$ cat src/rtl/mips_controller.sv
// mips_controller: multicycle control FSM for the 8-bit MIPS datapath (LB, SB, R-type, BEQ, J)
// Ports: clk/reset (sync, active-high); op, funct, zero from the datapath;
//   memread, memwrite, alusrca, alusrcb, pcsource, iord, irwrite, memtoreg, regdst, regwrite,
//   pcen and alucontrol drive the same-named datapath inputs; instr_done pulses on the last
//   cycle of each instruction.
// Option: define ADDI_EN to add ADDI (op 001000) via ADDIEX/ADDIWR; otherwise it is an illegal op.
module mips_controller #(
  parameter int STATE_W = 4
) (
  input  logic       clk,
  input  logic       reset,
  input  logic [5:0] op,
  input  logic [5:0] funct,
  input  logic       zero,
  output logic       memread,
  output logic       memwrite,
  output logic       alusrca,
  output logic [1:0] alusrcb,
  output logic [1:0] pcsource,
  output logic       iord,
  output logic [3:0] irwrite,
  output logic       memtoreg,
  output logic       regdst,
  output logic       regwrite,
  output logic       pcen,
  output logic [2:0] alucontrol,
  output logic       instr_done
);
  typedef enum logic [STATE_W-1:0] {
    FETCH1, FETCH2, FETCH3, FETCH4, DECODE, MEMADR, LBRD, LBWR, SBWR,
    RTYPEEX, RTYPEWR, BEQEX, JEX
`ifdef ADDI_EN
    , ADDIEX, ADDIWR
`endif
  } state_t;
  localparam logic [5:0] OP_LB   = 6'b100000;
  localparam logic [5:0] OP_SB   = 6'b101000;
  localparam logic [5:0] OP_R    = 6'b000000;
  localparam logic [5:0] OP_BEQ  = 6'b000100;
  localparam logic [5:0] OP_J    = 6'b000010;
`ifdef ADDI_EN
  localparam logic [5:0] OP_ADDI = 6'b001000;
`endif
  state_t state_q, state_d;
  always_ff @(posedge clk) state_q <= reset ? FETCH1 : state_d;
  always_comb begin
    state_d    = FETCH1;
    memread    = 1'b0;
    memwrite   = 1'b0;
    alusrca    = 1'b0;
    alusrcb    = 2'b00;
    pcsource   = 2'b00;
    iord       = 1'b0;
    irwrite    = 4'b0000;
    memtoreg   = 1'b0;
    regdst     = 1'b0;
    regwrite   = 1'b0;
    pcen       = 1'b0;
    alucontrol = 3'b010;
    instr_done = 1'b0;
    case (state_q)
      FETCH1, FETCH2, FETCH3, FETCH4: begin
        memread = 1'b1;
        alusrcb = 2'b01;
        pcen    = 1'b1;
        irwrite = state_q == FETCH1 ? 4'b0001 : state_q == FETCH2 ? 4'b0010 :
                  state_q == FETCH3 ? 4'b0100 : 4'b1000;
        state_d = state_q == FETCH1 ? FETCH2 : state_q == FETCH2 ? FETCH3 :
                  state_q == FETCH3 ? FETCH4 : DECODE;
      end
      DECODE: begin
        alusrcb = 2'b11;
        state_d = (op == OP_LB || op == OP_SB) ? MEMADR : op == OP_R ? RTYPEEX :
                  op == OP_BEQ ? BEQEX : op == OP_J ? JEX : FETCH1;
`ifdef ADDI_EN
        if (op == OP_ADDI) state_d = ADDIEX;
`endif
        // illegal opcodes retire here with no side effects
        instr_done = state_d == FETCH1;
      end
      MEMADR: begin
        alusrca = 1'b1;
        alusrcb = 2'b10;
        state_d = op == OP_LB ? LBRD : SBWR;
      end
      LBRD: begin
        memread = 1'b1;
        iord    = 1'b1;
        state_d = LBWR;
      end
      LBWR: begin
        regwrite   = 1'b1;
        memtoreg   = 1'b1;
        instr_done = 1'b1;
      end
      SBWR: begin
        memwrite   = 1'b1;
        iord       = 1'b1;
        instr_done = 1'b1;
      end
      RTYPEEX: begin
        alusrca    = 1'b1;
        alucontrol = funct == 6'b100000 ? 3'b010 : funct == 6'b100010 ? 3'b110 :
                     funct == 6'b100100 ? 3'b000 : funct == 6'b100101 ? 3'b001 :
                     funct == 6'b101010 ? 3'b111 : 3'b101;
        state_d    = RTYPEWR;
      end
      RTYPEWR: begin
        regwrite   = 1'b1;
        regdst     = 1'b1;
        instr_done = 1'b1;
      end
      BEQEX: begin
        alusrca    = 1'b1;
        alucontrol = 3'b110;
        pcsource   = 2'b01;
        pcen       = zero;
        instr_done = 1'b1;
      end
      JEX: begin
        pcsource   = 2'b10;
        pcen       = 1'b1;
        instr_done = 1'b1;
      end
`ifdef ADDI_EN
      ADDIEX: begin
        alusrca = 1'b1;
        alusrcb = 2'b10;
        state_d = ADDIWR;
      end
      ADDIWR: begin
        regwrite   = 1'b1;
        instr_done = 1'b1;
      end
`endif
      default: ;
    endcase
    // reset blocks every side effect in the cycle it is asserted
    if (reset) begin
      irwrite    = 4'b0000;
      pcen       = 1'b0;
      regwrite   = 1'b0;
      memwrite   = 1'b0;
      memread    = 1'b0;
      instr_done = 1'b0;
    end
  end
endmodule

$ cat config.mk
export PLATFORM = sky130hd
export DESIGN_NAME = mips_controller
export DESIGN_NICKNAME = d
export VERILOG_FILES = /design/src/rtl/mips_controller.sv
export SDC_FILE = /design/constraint.sdc
export NUM_CORES = 1
export LEC_CHECK = 0
export BUFFER_PORTS_ARGS = -buffer_cell sky130_fd_sc_hd__buf_4
export CAP_MARGIN = 20
export CORE_ASPECT_RATIO = 1.2
export CORE_UTILIZATION = 25
export DETAILED_ROUTE_END_ITERATION = 16
export PLACE_DENSITY_LB_ADDON = 0.25
export SYNTH_ARGS = -nofsm -noshare
export SYNTH_HDL_FRONTEND = slang
export SYNTH_SLANG_ARGS = --single-unit
export TNS_END_PERCENT = 100
$ cat constraint.sdc
create_clock -name clk -period 2.2 [get_ports clk]
set_clock_uncertainty 0.1 [all_clocks]
set_input_delay 0.33 -clock clk [delete_from_list [all_inputs] [get_ports clk]]
set_output_delay 0.33 -clock clk [all_outputs]
set_load 0.02 [all_outputs]
# == Yosys cells after proc, flatten, opt, wreduce, memory -nomap -nowiden ==
# Cells that the tools add are included.
# classes
eq_ne,21
n_reduce_logical,11
mux,36
# ops
operator,count
== test 6 bit (second input constant),7
two-way mux 4 bit,10
two-way mux 3 bit,7
== test 4 bit (second input constant),5
case mux 4 bit (5 select lines),1
== test 4 x 3 -> 1 bit (second input constant),4
OR reduction 5 bit,3
two-way mux 1 bit,12
== test 4 x 2 -> 1 bit (second input constant),2
logical NOT 4 bit,2
== test 6 x 2 -> 1 bit (second input constant),1
== test 6 x 3 -> 1 bit (second input constant),1
logical NOT 6 bit,1
case mux 2 bit (3 select lines),1
case mux 3 bit (2 select lines),1
== test 4 x 1 -> 1 bit (second input constant),1
case mux 1 bit (2 select lines),2
case mux 2 bit (2 select lines),1
OR reduction 2 bit,2
OR reduction 4 bit,1
OR reduction 3 bit,1
two-way mux 2 bit,1
logical OR 1 bit,1
# word_totals
in_bits,15
out_inout_bits,20
reg_bits,4
elab_cells,69

# == Logic depth before layout (Yosys ltp) ==
# logic_depth
depth_word,8
mapped_depth,5
mapped_depth_nobuf,4

# == Worst setup path after synthesis ==
# No wires, ideal clock.
# synth_timing
path_type,register to output
start,register state_q[1]
end,output instr_done
path_buffers,1
arrival_time_ns,1.613
path_slack_ns,0.157
path_stages_with_launch,6
t_required_ns,1.770
cell_sequence,dfxtp_1 -> clkbuf_1 -> nand2_1 -> nor2_1 -> a21oi_1 -> a21oi_1
# synth_between
elab_chain_cells,4
word_cells_on_any_way,9
cone_classes,6 x eq/ne; 2 x mux; 1 x reduce/logical
# synth_rtl
item,line,source
from (decl),44,"state_t state_q, state_d;"
from (signal assigned),45,always_ff @(posedge clk) state_q <= reset ? FETCH1 : state_d;
== test 4 bit or == test 4 x 3 -> 1 bit (tied branches),61,case (state_q)
OR reduction 5 bit (no source line),n/a,
case mux 1 bit (2 select lines) (*),61,
two-way mux 1 bit (*),139,if (reset) begin
to (decl),27,output logic instr_done
# Every way passes the cells marked *; elsewhere a longest branch is shown, timed or not.

# == Worst setup path after layout ==
# Same ends and word-level chain as after synthesis.

==> results.md <==
Floorplan:
- The die is around 44 um wide.
- 35 I/O pins were placed.
- The die span in y is 52.6 um.
- The initial utilization of the core area, before any placement, comes to about 28%.
- After floorplanning, the core was divided into 17 placement rows.
- The die covers about 2300 um2.
- The core area is ~1900 um2.

Worst setup path:
- STA classifies the critical path startpoint as a register.
- The startpoint of the worst register-to-register path is state_q[1]$_SDFF_PP0_.
- The number of cells on the worst reg-to-reg path is 4.
- The endpoint identified for the worst register-to-register timing path is state_q[2]$_SDFF_PP0_.
- The critical path is of the register to primary output type.
- The setup slack on the worst flop-to-flop path is 0.28 ns.
- The endpoint class of the critical path is a primary output.
- The maximum net fanout on the critical path is 16.
- The arrival time of the worst setup path is about 1.6 ns.
- Data on the critical path is required at its endpoint by between 1.5 and 2 ns.

Hold path:
- The startpoint identified for the worst hold timing path is reset.
- The path class of the lowest-slack min-delay path is input port to register.
- The endpoint of the worst hold path is state_q[0]$_SDFF_PP0_.
- The worst hold path stage count is 2.

STA:
- The count of final max-slew check failures is 0.
- The total negative slack for setup checks is 0 ns.
- Across all hold checks on the routed design, the worst slack comes to ~0.23 ns.
- Setup repair after global routing left no endpoint under its margin.
- Measured against its own limit, the worst slew margin works out to about two thirds.
- The fmax is a little under 0.5 GHz.
- The final critical path takes up ~93% of the cycle.
- Setup slack on the critical path of the routed design comes to ~0.16 ns.
- The number of hold violations in the final report is 0.
- The minimum clock period after layout is roughly 2.0 ns.
- The transition at the pin with the smallest max-transition slack is around 0.50 ns.
- Setup violations remaining at the end of the flow were counted as 0.

Place:
- The global placer's final weighted congestion is between 0.8 and 0.9.
- The post-place setup slack is between 0.3 and 0.4 ns.
- The wire-length estimate of the detail-placed layout is 1350 um.
- During placement, the flow inserted port buffers numbering 34.

Finish:
- The number of antenna repair diodes is 0.
- The register with the most flip-flops in the layout has 4 of them.
- In the final layout, the share of cells above drive strength 1 is 33.9%.
- The post-synthesis to final-layout area growth is 53.9%.
- After the last flow step, the layout net total stands at ~140.
- Fill cells in the final layout number about 210.
- The register with the most flip-flops in the final layout is state_q.
- The largest registers in the layout are state_q x4.

Logic synthesis:
- The fraction of the yosys area taken by sequential cells is between 10% and 20%.
- By area the synthesized netlist is led by dfxtp_1 15%, nor2_1 13%, a21oi_1 12%, nand2b_1 5.9%, mux2i_1 3.7%.
- The netlist uses 29 different library cells.
- In the synthesized netlist, the cells that appear most often are 19 x nor2_1, 13 x a21oi_1, 5 x inv_1, 5 x nand2b_1.
- The cell taking the most area after synthesis is dfxtp_1.
- In this run the cell area of the synthesized design comes to ~530 um2.
- The number of warnings printed during yosys synthesis is 0.
- Among all flip-flop cells after synthesis, the most frequent one is dfxtp_1.
- The post-synthesis instance total is 85.
- The mean cell area of the mapped netlist is approximately 6.3 um2.
- In the synthesized netlist the async set-or-reset flop fraction comes to 0%.
- The net count after synthesis is 100.
- The most common cell in the netlist is nor2_1.
- Of the post-synthesis cell area, the dominant cell type holds about 15%.
- The number of storage elements in the synthesis netlist is 4.
- Counting flops with a built-in enable in the synthesized netlist gives 0.

Power:
- The internal power of the cells totals 0.203 mW.
- Summed over all nets, the switching power comes to ~0.12 mW.
- Overall power consumption after layout is estimated at between 0.3 and 0.4 mW.
- Per report_power, the sequential group accounts for 30.6% of the total.
- The maximum ir drop on the vdd rail is ~0.00020 V.
- The leakage power is 0.353 nW.
- The combinational fraction of design power is roughly two fifths.
- The clock group share of total power is between 20 and 30%.
- The switching power share of the total is a little under two fifths.
- For this design the ratio of total power to cell area is 394 nW/um2.

GRT:
- The maximum number of pins on one net before global-route repair is 17.
- The total congestion overflow is 0.
- The initial antenna violation count came to 0.
- The all-layer global routing usage is between 15 and 20%.
- The wire length of the first global-routing pass is between 2000 and 3000 um.
- The via count of the first global-routing pass is approximately 640.

Routing:
- The count of TritonRoute iterations in the first routing pass is 12.
- The average via count per standard cell is roughly 5.4.
- The average routed wire per standard cell is around 13 um.
- The detailed-route wire length is around 1700 um.
- Across all layers, the routed design uses 736 vias.
- For this block, the initial DRC count from the detailed router was 28.
- The DRC violations left is 2.
- The number of nets with antenna violations after routing is 0.

Run status:
- The checks that failed: DRC.
- The flow ran to the end, but the final reports show violations.

Clock network:
- The clock latency on the worst-skew pair is around 0.23 ns.
- The number of buffers on the longest clock path is 2.
- The clock buffer count from CTS is 3.
- The clock tree root driver cell is clkbuf_4.
- Buffers inserted to repair hold after CTS numbered 0.
- CTS built an H-tree with a depth of 1.
- The clock sink count is 4.
- The CTS tree is yes.
- After clock tree synthesis, the clock-pin slew on the worst setup and hold paths is approximately 0.04 ns.

Flow run:
- The tool flagged a number of max-cap violations equal to 0.
==> through the flow <==
stage	area, um2	instances	utilization (%)
floorplan	534	85	-
global placement	798	134	41.7
detailed placement	798	134	41.7
CTS	821	137	42.9
global route	822	137	42.9
finish	822	137	42.9
==> kinds of logic (layout without fill, tap and decap cells) <==
| family | Yosys count | after routing | synth area share, % |
|---|---|---|---|
| compound gates | 30 | 30 | 37.5 |
| simple gates | 40 | 40 | 37.5 |
| buf+inv | 9 | 42 | 6.32 |
| mux | 2 | 2 | 3.75 |
| flops | 4 | 4 | 15.0 |
==> cells in the final DEF (no fill, tap or decap) <==
cell type / synthesis / final
a2111o_1: 1 / 1
a2111oi_0: 2 / 2
a211oi_1: 2 / 2
a21o_1: 1 / 1
a21oi_1: 13 / 13
a311o_1: 1 / 1
a31oi_1: 1 / 1
a41oi_1: 1 / 1
buf_4: 0 / 34
clkbuf_4: 0 / 3
dfxtp_1: 4 / 3
dfxtp_2: 0 / 1
inv_1: 5 / 5
mux2i_1: 2 / 2
nand2_1: 2 / 2
nand2b_1: 5 / 5
nand3_1: 2 / 2
nor2_1: 19 / 19
nor2b_1: 1 / 1
nor3_1: 4 / 4
nor3b_1: 2 / 2
nor4_1: 1 / 1
o21a_1: 1 / 1
o21ai_0: 2 / 2
o21bai_1: 1 / 1
o22ai_1: 1 / 1
o311ai_0: 2 / 2
o32a_1: 1 / 1
or2_4: 1 / 1
or3_1: 2 / 2
or4_4: 1 / 1
==> power groups by stage <==
stage	clock network [mW]	registers, mW	logic [mW]
after floorplan	0	0.0853	0.0878
after detailed placement	0	0.0989	0.133
after CTS	0.0976	0.0977	0.134
final	0.0901	0.0988	0.135
after global placement	0	0.0976	0.133
after global routing	0.0986	0.101	0.146
==> worst max-delay path: stages (launching register included) <==
cell and delay, ns:
dfxtp_1 0.61, nand2_1 0.20, nor2_1 0.19, a21oi_1 0.06, a21oi_1 0.15, buf_4 0.15
==> final cells by class <==
| type | count | area (um2) | area share (%) |
|---|---|---|---|
| multi-input cells | 72 | 420 | 51.1 |
| well taps | 19 | 23.8 | 2.89 |
| flip-flops and latches | 4 | 81.3 | 9.89 |
| inverters | 5 | 18.8 | 2.28 |
| repair buffers | 34 | 255 | 31.1 |
| clock buffers | 3 | 22.5 | 2.74 |
==> how the worst max path moves through the flow <==
stage,from,end,cells after the start
final,state_q[1]$_SDFF_PP0_,instr_done,5
after detailed placement,state_q[0]$_SDFF_PP0_,state_q[2]$_SDFF_PP0_,4
after global placement,state_q[1]$_SDFF_PP0_,state_q[2]$_SDFF_PP0_,4
after global routing,state_q[2]$_SDFF_PP0_,pcen,5
after CTS,state_q[3]$_SDFF_PP0_,alucontrol[2],5
after floorplan,state_q[1]$_SDFF_PP0_,instr_done,5
==> per-layer routing <==
metal / vias up / part of all wire [%] / global-route usage, %
met1: 328 / 45 / 19.3
li1: 385 / - / -
met2: 21 / 50 / 26.0
met5: - / 0 / 0
met4: 0 / 0.80 / 7.07
met3: 2 / 4.3 / 1.38
==> repair_timing <==
action / 4_1_cts / 5_1_grt
endpoints found under the setup margin: 0 / 2
endpoints found under the hold margin: 0 / 0
setup buffers: 0 / 0
gates resized for setup: 0 / 1
Power figures use the tool's default switching activity.
